<file path="config.mk">
export PLATFORM = sky130hd
export DESIGN_NAME = uart_rx_param
export DESIGN_NICKNAME = d
export VERILOG_FILES = /design/src/rtl/uart_rx_param.sv
export SDC_FILE = /design/constraint.sdc
export NUM_CORES = 1
export LEC_CHECK = 0
export CORE_ASPECT_RATIO = 0.8
export CORE_MARGIN = 2
export CORE_UTILIZATION = 40
export DETAILED_ROUTE_END_ITERATION = 7
export GPL_TIMING_DRIVEN = 0
export SYNTH_ARGS = -nofsm -noshare
export SYNTH_HDL_FRONTEND = slang
export SYNTH_SLANG_ARGS = --single-unit
</file>
<file path="constraint.sdc">
create_clock -name clk -period 1.6 [get_ports clk]
set_input_delay 0.32 -clock clk [delete_from_list [all_inputs] [get_ports clk]]
set_output_delay 0.32 -clock clk [all_outputs]
set_load 0.03 [all_outputs]
</file>
<file path="src/rtl/uart_rx_param.sv">
// Oversampling UART receiver: 2-flop synchroniser, majority-vote bit decision,
// optional parity, 1 or 2 stop bits, and a one-deep valid/ready output holding register.
module uart_rx_param #(
    parameter int unsigned CLOCK_FREQ = 12000000,
    parameter int unsigned BAUD_RATE  = 19200,
    parameter int unsigned OVERSAMPLE = 16,
    parameter int unsigned DATA_BITS  = 8,
    parameter int unsigned PARITY     = 0,
    parameter int unsigned STOP_BITS  = 1
) (
    input  logic                 clk,
    input  logic                 rst,
    input  logic                 rxd,
    output logic [DATA_BITS-1:0] data_out,
    output logic                 valid,
    input  logic                 ready,
    output logic                 parity_err,
    output logic                 frame_err,
    output logic                 overrun,
    output logic                 busy
);

    localparam int unsigned DIV = CLOCK_FREQ / (BAUD_RATE * OVERSAMPLE);
    localparam int unsigned TCW = (DIV > 1) ? $clog2(DIV) : 1;
    localparam int unsigned SCW = $clog2(OVERSAMPLE);
    localparam int unsigned MID = OVERSAMPLE / 2;

    if (DIV < 1) begin : g_bad_div
        $error("uart_rx_param: CLOCK_FREQ too low for BAUD_RATE * OVERSAMPLE");
    end
    if (OVERSAMPLE < 8 || OVERSAMPLE > 16 || (OVERSAMPLE % 2) != 0) begin : g_bad_os
        $error("uart_rx_param: OVERSAMPLE must be even and within 8..16");
    end
    if (DATA_BITS < 5 || DATA_BITS > 9) begin : g_bad_db
        $error("uart_rx_param: DATA_BITS must be within 5..9");
    end
    if (PARITY > 2) begin : g_bad_par
        $error("uart_rx_param: PARITY must be 0, 1 or 2");
    end
    if (STOP_BITS < 1 || STOP_BITS > 2) begin : g_bad_stop
        $error("uart_rx_param: STOP_BITS must be 1 or 2");
    end

    typedef enum logic [2:0] {
        StIdle,
        StStart,
        StData,
        StParity,
        StStop
    } state_e;

    state_e               state_q, state_d;
    logic                 rx_meta_q, rx_sync_q, rx_prev_q;
    logic [TCW-1:0]       tick_cnt_q, tick_cnt_d;
    logic [SCW-1:0]       samp_cnt_q, samp_cnt_d;
    logic                 s0_q, s0_d, s1_q, s1_d;
    logic [DATA_BITS-1:0] shreg_q, shreg_d;
    logic [3:0]           bit_cnt_q, bit_cnt_d;
    logic                 stop_cnt_q, stop_cnt_d;
    logic                 perr_q, perr_d, ferr_q, ferr_d;
    logic [DATA_BITS-1:0] data_q, data_d;
    logic                 valid_q, valid_d;
    logic                 perr_out_q, perr_out_d;
    logic                 ferr_out_q, ferr_out_d;
    logic                 overrun_q, overrun_d;

    logic tick, fall, vote, dec_tick, end_tick, exp_par, complete, frame_flag, transfer;

    assign tick     = (tick_cnt_q == TCW'(DIV - 1));
    assign fall     = rx_prev_q & ~rx_sync_q;
    assign vote     = (s0_q & s1_q) | (s0_q & rx_sync_q) | (s1_q & rx_sync_q);
    assign dec_tick = tick && (samp_cnt_q == SCW'(MID + 1));
    assign end_tick = tick && (samp_cnt_q == SCW'(OVERSAMPLE - 1));
    assign exp_par  = (PARITY == 1) ? ~(^shreg_q) : ^shreg_q;
    assign transfer = valid_q & ready;

    always_ff @(posedge clk) begin
        if (rst) begin
            rx_meta_q  <= 1'b1;
            rx_sync_q  <= 1'b1;
            rx_prev_q  <= 1'b1;
            state_q    <= StIdle;
            tick_cnt_q <= '0;
            samp_cnt_q <= '0;
            s0_q       <= 1'b1;
            s1_q       <= 1'b1;
            shreg_q    <= '0;
            bit_cnt_q  <= '0;
            stop_cnt_q <= 1'b0;
            perr_q     <= 1'b0;
            ferr_q     <= 1'b0;
            data_q     <= '0;
            valid_q    <= 1'b0;
            perr_out_q <= 1'b0;
            ferr_out_q <= 1'b0;
            overrun_q  <= 1'b0;
        end else begin
            rx_meta_q  <= rxd;
            rx_sync_q  <= rx_meta_q;
            rx_prev_q  <= rx_sync_q;
            state_q    <= state_d;
            tick_cnt_q <= tick_cnt_d;
            samp_cnt_q <= samp_cnt_d;
            s0_q       <= s0_d;
            s1_q       <= s1_d;
            shreg_q    <= shreg_d;
            bit_cnt_q  <= bit_cnt_d;
            stop_cnt_q <= stop_cnt_d;
            perr_q     <= perr_d;
            ferr_q     <= ferr_d;
            data_q     <= data_d;
            valid_q    <= valid_d;
            perr_out_q <= perr_out_d;
            ferr_out_q <= ferr_out_d;
            overrun_q  <= overrun_d;
        end
    end

    always_comb begin
        state_d    = state_q;
        tick_cnt_d = tick ? '0 : tick_cnt_q + 1'b1;
        samp_cnt_d = samp_cnt_q;
        s0_d       = s0_q;
        s1_d       = s1_q;
        shreg_d    = shreg_q;
        bit_cnt_d  = bit_cnt_q;
        stop_cnt_d = stop_cnt_q;
        perr_d     = perr_q;
        ferr_d     = ferr_q;
        complete   = 1'b0;
        frame_flag = ferr_q | ~vote;

        if (state_q != StIdle && tick) begin
            samp_cnt_d = (samp_cnt_q == SCW'(OVERSAMPLE - 1)) ? '0 : samp_cnt_q + 1'b1;
            if (samp_cnt_q == SCW'(MID - 1)) s0_d = rx_sync_q;
            if (samp_cnt_q == SCW'(MID)) s1_d = rx_sync_q;
        end

        unique case (state_q)
            StIdle: begin
                // Re-align both counters to the edge so samples land mid-bit.
                if (fall) begin
                    state_d    = StStart;
                    tick_cnt_d = '0;
                    samp_cnt_d = '0;
                    bit_cnt_d  = '0;
                    stop_cnt_d = 1'b0;
                    perr_d     = 1'b0;
                    ferr_d     = 1'b0;
                end
            end
            StStart: begin
                if (dec_tick && vote) begin
                    state_d = StIdle;
                end else if (end_tick) begin
                    state_d = StData;
                end
            end
            StData: begin
                if (dec_tick) shreg_d = {vote, shreg_q[DATA_BITS-1:1]};
                if (end_tick) begin
                    if (bit_cnt_q == 4'(DATA_BITS - 1)) begin
                        bit_cnt_d = '0;
                        state_d   = (PARITY != 0) ? StParity : StStop;
                    end else begin
                        bit_cnt_d = bit_cnt_q + 1'b1;
                    end
                end
            end
            StParity: begin
                if (dec_tick) perr_d = (vote != exp_par);
                if (end_tick) state_d = StStop;
            end
            StStop: begin
                if (dec_tick) begin
                    ferr_d = frame_flag;
                    // Finish at mid-stop so a back-to-back start edge is not missed.
                    if (stop_cnt_q == 1'(STOP_BITS - 1)) begin
                        complete = 1'b1;
                        state_d  = StIdle;
                    end
                end else if (end_tick) begin
                    stop_cnt_d = stop_cnt_q + 1'b1;
                end
            end
            default: state_d = StIdle;
        endcase
    end

    always_comb begin
        data_d     = data_q;
        valid_d    = valid_q;
        perr_out_d = perr_out_q;
        ferr_out_d = ferr_out_q;
        overrun_d  = overrun_q;
        if (complete) begin
            if (!valid_q || transfer) begin
                data_d     = shreg_q;
                valid_d    = 1'b1;
                perr_out_d = (PARITY != 0) ? perr_q : 1'b0;
                ferr_out_d = frame_flag;
                overrun_d  = 1'b0;
            end else begin
                overrun_d = 1'b1;
            end
        end else if (transfer) begin
            valid_d    = 1'b0;
            perr_out_d = 1'b0;
            ferr_out_d = 1'b0;
            overrun_d  = 1'b0;
        end
    end

    assign data_out   = data_q;
    assign valid      = valid_q;
    assign parity_err = perr_out_q;
    assign frame_err  = ferr_out_q;
    assign overrun    = overrun_q;
    assign busy       = (state_q != StIdle);

endmodule
</file>
Word-level counts from Yosys, hierarchy flattened
Index checks and enable logic that the tools add are counted.
W data, S select, Z words.
{ "word_totals": {"word_cells": 109, "inputBits": 4, "regBits": 44, "output_inout_bits": 13} }
{ "classes": {"eq_ne": 20, "mux": 38, "bitwise": 10, "n_addsub": 4, "n_reduce_logical": 20} }
{ "op_table": {"columns": ["op", "count"], "rows": [
  ["$mux W4", 7],
  ["$mux W3", 8],
  ["$mux W6", 3],
  ["$mux W1", 16],
  ["$ne A2 B2 Y1 const B", 8],
  ["$pmux W3 S5", 1],
  ["$eq A4 B4 Y1 const B", 3],
  ["$reduce_and A2 Y1", 5],
  ["$add A4 B1 Y4 const B", 2],
  ["$eq A4 B3 Y1 const B", 2],
  ["$pmux W4 S2", 1],
  ["$reduce_and A7 Y1", 1],
  ["$add A6 B1 Y6 const B", 1],
  ["$eq A3 B2 Y1 const B", 2],
  ["$eq A6 B6 Y1 const B", 1],
  ["$reduce_and A3 Y1", 2],
  ["$reduce_bool A2 Y1", 3],
  ["$and A1 B1 Y1", 5],
  ["$logic_and A1 B1 Y1", 4],
  ["$pmux W1 S2", 2],
  ["$reduce_and A4 Y1", 1],
  ["$eq A3 B1 Y1 const B", 1],
  ["$eq A3 B3 Y1 const B", 1],
  ["$logic_not A3 Y1", 1],
  ["other kinds (8)", 11]
]} }

Logic depth before layout (Yosys ltp)
{ "depth": {"depth_word": 7, "ltp_mapped": 8, "depth_no_buf": 6} }

Worst setup path after synthesis
OpenSTA, ideal clock, no wires.
{ "synth_timing": {"path_type": "register -> register", "startpoint": "register tick_cnt_q[0]", "endpoint": "register stop_cnt_q", "n_path_buf": 1, "t_required_ns": 1.529, "stages_incl_launch_ff": 8, "setup_slack_ns": -0.096, "t_arrival_ns": 1.625, "setup_ns": 0.071, "period_less_slack_ns": 1.696, "cell_sequence": "dfxtp_1 inv_1 ha_1 nor4bb_1 buf_4 nand3_2 or4_1 a21oi_1"} }
{ "synth_between": {"elab_chain_cells": 4, "word_cells_on_any_way": 6, "cone_classes": "eq/ne (3); reduce/logical (3)"} }
{ "synth_lines": {"columns": ["item", "line", "rtl"], "rows": [
  ["start: declaration", "54", "logic [TCW-1:0] tick_cnt_q, tick_cnt_d;"],
  ["start signal: assignment", "102", "tick_cnt_q <= tick_cnt_d;"],
  ["$eq A6 B6 Y1 *", "69", "assign tick = (tick_cnt_q == TCW'(DIV - 1));"],
  ["$logic_and A1 B1 Y1, on equally long branches", "73, 72", null],
  ["$ne A2 B2 Y1 (no source line)", null, null],
  ["$reduce_and A4 Y1 (no source line) *", null, null],
  ["end signal: assignment", "108", "stop_cnt_q <= stop_cnt_d;"],
  ["end: declaration", "59", "logic stop_cnt_q, stop_cnt_d;"]
]} }
Mark *: on every way between the ends. The rest lies on a longest branch, timed or not.
A chain may end at the register's enable or synchronous reset.

Worst setup path in the final report
{ "layout_timing": {"startpoint": "register samp_cnt_q[1]", "endpoint": "register ferr_q"} }
{ "layout_between": {"elab_chain_cells": 4} }
{ "layout_lines": {"columns": ["item", "line", "rtl"], "rows": [
  ["start: declaration", "55", "logic [SCW-1:0] samp_cnt_q, samp_cnt_d;"],
  ["start signal: assignment", "103", "samp_cnt_q <= samp_cnt_d;"],
  ["$eq A4 B4 Y1", "72", "assign dec_tick = tick && (samp_cnt_q == SCW'(MID + 1));"],
  ["$logic_and A1 B1 Y1", "72", null],
  ["$ne A2 B2 Y1 (no source line)", null, null],
  ["$reduce_and A3 Y1 (no source line)", null, null],
  ["end signal: assignment", "110", "ferr_q <= ferr_d;"],
  ["end: declaration", "60", "logic perr_q, perr_d, ferr_q, ferr_d;"]
]} }
Every way passes these cells.

==> qor.yml <==
synthesis:
  ys_seq_area_share_pct: 43.4
  synth-xor-area-share_pct: 2.21
  syn_nets: 219
  yosysWarnings: 0
  synthFlopType: "dfxtp_1"
  synth-seq-cells: 43
  syn_area_per_cell_um2: 9.48
  synth_edf_count: 0
  synthMuxAreaShare_pct: 10.1
  synthesis.instances: 209
  synthesis.area_mm2: 0.00198
  synth-compound-area-share_pct: 10.8
  synth_top_area_share_pct: 43.4
  synthAdderAreaFrac_pct: 4.29
  synth_area_leaders: "dfxtp_1, mux2i_1, nor2_1"
  synth_cell_types: 46
  synth_top_family_by_area: "simple AND/OR/NAND/NOR gates"
  yosys.area_share.simple_pct: 24.1
  synth_largest_area_cell: "dfxtp_1"
  async_flop_share_pct: 0
clock_network:
  path_clk_slew_ns: 0.09
  clk_latency_ns: 0.30
  cts_sinks: 43
  cts_max_path_buffers: 2
  htreeDepth: 2
  hold_buffers: 0
  numCtsBuffers: 5
  cts_root_buf: "clkbuf_8"
  cts_tree: "done"
run:
  drv_cap: 0
floorplan:
  core_region_area_mm2: 0.00468
  fp.dieArea_mm2: 0.00554
  boundaryPins: 17
  rows: 22
  initial_core_util_pct: 42.4
  die_h_um: 67.0
  die_w_um: 82.7
sta:
  fin_skew_ns: 0.00742
  hold_viol_final: 0
  setup_slack_ns: -0.0741
  rsz0062_at_grt: "yes"
  period_minus_slack_ns: 1.67
  drv_slew: 0
  hold_slack_ns: 0.415
  tns_ns: -0.106
  finalCritPeriodShare_pct: 105
  setup_viol: 2
  worst_pin_slew_ns: 0.521
  max_slew_margin_pct: 65.2
  fmax_ghz: 0.597
power:
  p_leak_uw: 0.00115
  p_per_area_mw_per_mm2: 834
  ir_drop_mv: 0.571
final_layout:
  final_nets: 257
  area_growth_syn_to_layout_pct: 32.6
  antenna_cells: 0
  final_common_cell: "dfxtp_1"
  drive_gt1_share_pct: 27.0
  fin_cells: 308
  mostFrequentLayoutCells: "dfxtp_1, nor2_1, mux2i_1"
  design_area_mm2: 0.00263
drt:
  antenna_left: 0
  drt_iter0_drc: 66
  wl_per_cell_um: 13.5
  vias: 1590
  wirelength_mm: 4.14
  drc: 0
  vias_per_cell: 5.16
  dr.pass1.iters: 5
global_routing:
  grt-ovfl-total: 0
  grt_pass1_wl_mm: 6.84
  grt_pass1_vias: 1467
  grt_max_degree: 15
  grt_usage_pct: 16.2
  antenna_found_initial: 0
worst_setup_path:
  crit_fanout: 4
  critPathArrivalTime_ns: 1.91
  end_kind: "register"
  worstPathRequired_ns: 1.84
  start_kind: "register"
  critPathKind: "reg2reg"
outcome:
  status: "finished, violations left"
  violations: "negative setup slack"
placement:
  detailed_place_hpwl_mm: 2.64
  dp.cells: 284
  place_congestion: 0.772
  dp_slack_ns: -0.322
  post_dp_cell_area_mm2: 0.00222
  port_buffers: 15
worst_hold_path:
  min_path_type: "reg2reg"
==> kinds of logic after synthesis <==
logic type                 count (synthesis)
other                                      1
buffers and inverters                     17
adders and majority gates                  7
DFF                                       43
muxes                                     20
and+or+nand+nor                           84
AOI/OAI and AO/OA                         32
xor gates and xnor gates                   5
==> per-stage QoR <==
stage               util [%]  total power (uW)
global route            56.1              2270
detailed placement      47.4              1250
finish                  56.1              2190
CTS                     53.8              2170
global placement        47.4              1260
floorplan                  -              1210
==> cells in the mapped netlist, types with 2 or more instances <==
| cell | number |
|---|---|
| nand3b_1 | 2 |
| nor3_1 | 2 |
| and3_1 | 3 |
| nor2_1 | 26 |
| a31oi_1 | 3 |
| ha_1 | 6 |
| a21oi_1 | 11 |
| inv_1 | 5 |
| nand4_1 | 4 |
| nand2_1 | 14 |
| or4_1 | 3 |
| mux2i_1 | 20 |
| and3b_1 | 3 |
| buf_4 | 4 |
| o21ai_0 | 5 |
| or3_1 | 2 |
| dfxtp_1 | 43 |
| nand3_2 | 2 |
| a21o_1 | 4 |
| xnor2_1 | 2 |
| buf_2 | 2 |
| or2_2 | 3 |
| nand3_1 | 9 |
| clkbuf_1 | 3 |
| nor2b_1 | 3 |
| buf_6 | 2 |
| xor2_1 | 3 |
| a211o_1 | 2 |
==> final cells by class <==
type / instances / area [um2]
fill: 430 / 2050
multi-input combinational: 149 / 1170
sequential: 43 / 871
timing repair buffer: 32 / 285
clock buffer: 6 / 82.6
buffer: 10 / 80.1
tap: 60 / 75.1
clock inverter: 2 / 38.8
inverter: 6 / 22.5
==> registers in the layout, summed over array words and instances (netlist names), 3 cells and up <==
signal and flops:
samp_cnt_q 4, bit_cnt_q 4, state_q 3, tick_cnt_q 6, shreg_q 8, data_out 8
==> power by group <==
part	total [uW]	internal [uW]	switching, uW
Clock	909	514	395
Combinational	187	85.6	102
Sequential	1090	1080	11.2
Total	2190	1680	508
==> final timing paths <==
kind                                     from        end  slack [ns]  cells past startpoint
worst max register to register  samp_cnt_q[1]     ferr_q       -0.07                      6
worst min-delay path                rx_meta_q  rx_sync_q        0.41                      1
worst min register to register      rx_meta_q  rx_sync_q        0.41                      1
worst max-delay path            samp_cnt_q[1]     ferr_q       -0.07                      6
==> routing by layer <==
layer	vias to the layer above	routed length, um	part of all wire [%]	GRT usage (%)
met1	742	2200	53	23.3
met3	6	174	4.2	4.07
met4	0	45	1.1	4.92
met5	-	0	0	0
met2	22	1730	42	23.6
li1	820	-	-	-
==> worst max-delay path, cell delays in order, from the launching register on <==
cell and delay, ns:
dfxtp_2 0.34, inv_2 0.07, ha_4 0.12, and4bb_2 0.31
a31oi_4 0.14, or4_4 0.51, a21oi_2 0.12
==> timing repair <==
item                                    4_1_cts  5_1_grt
endpoints found under the setup margin       41       26
resized for setup                            43       23
setup buffers                                13        4
cloned                                        0        0
pin swaps                                    10       12
(Power assumes the default switching activity.)
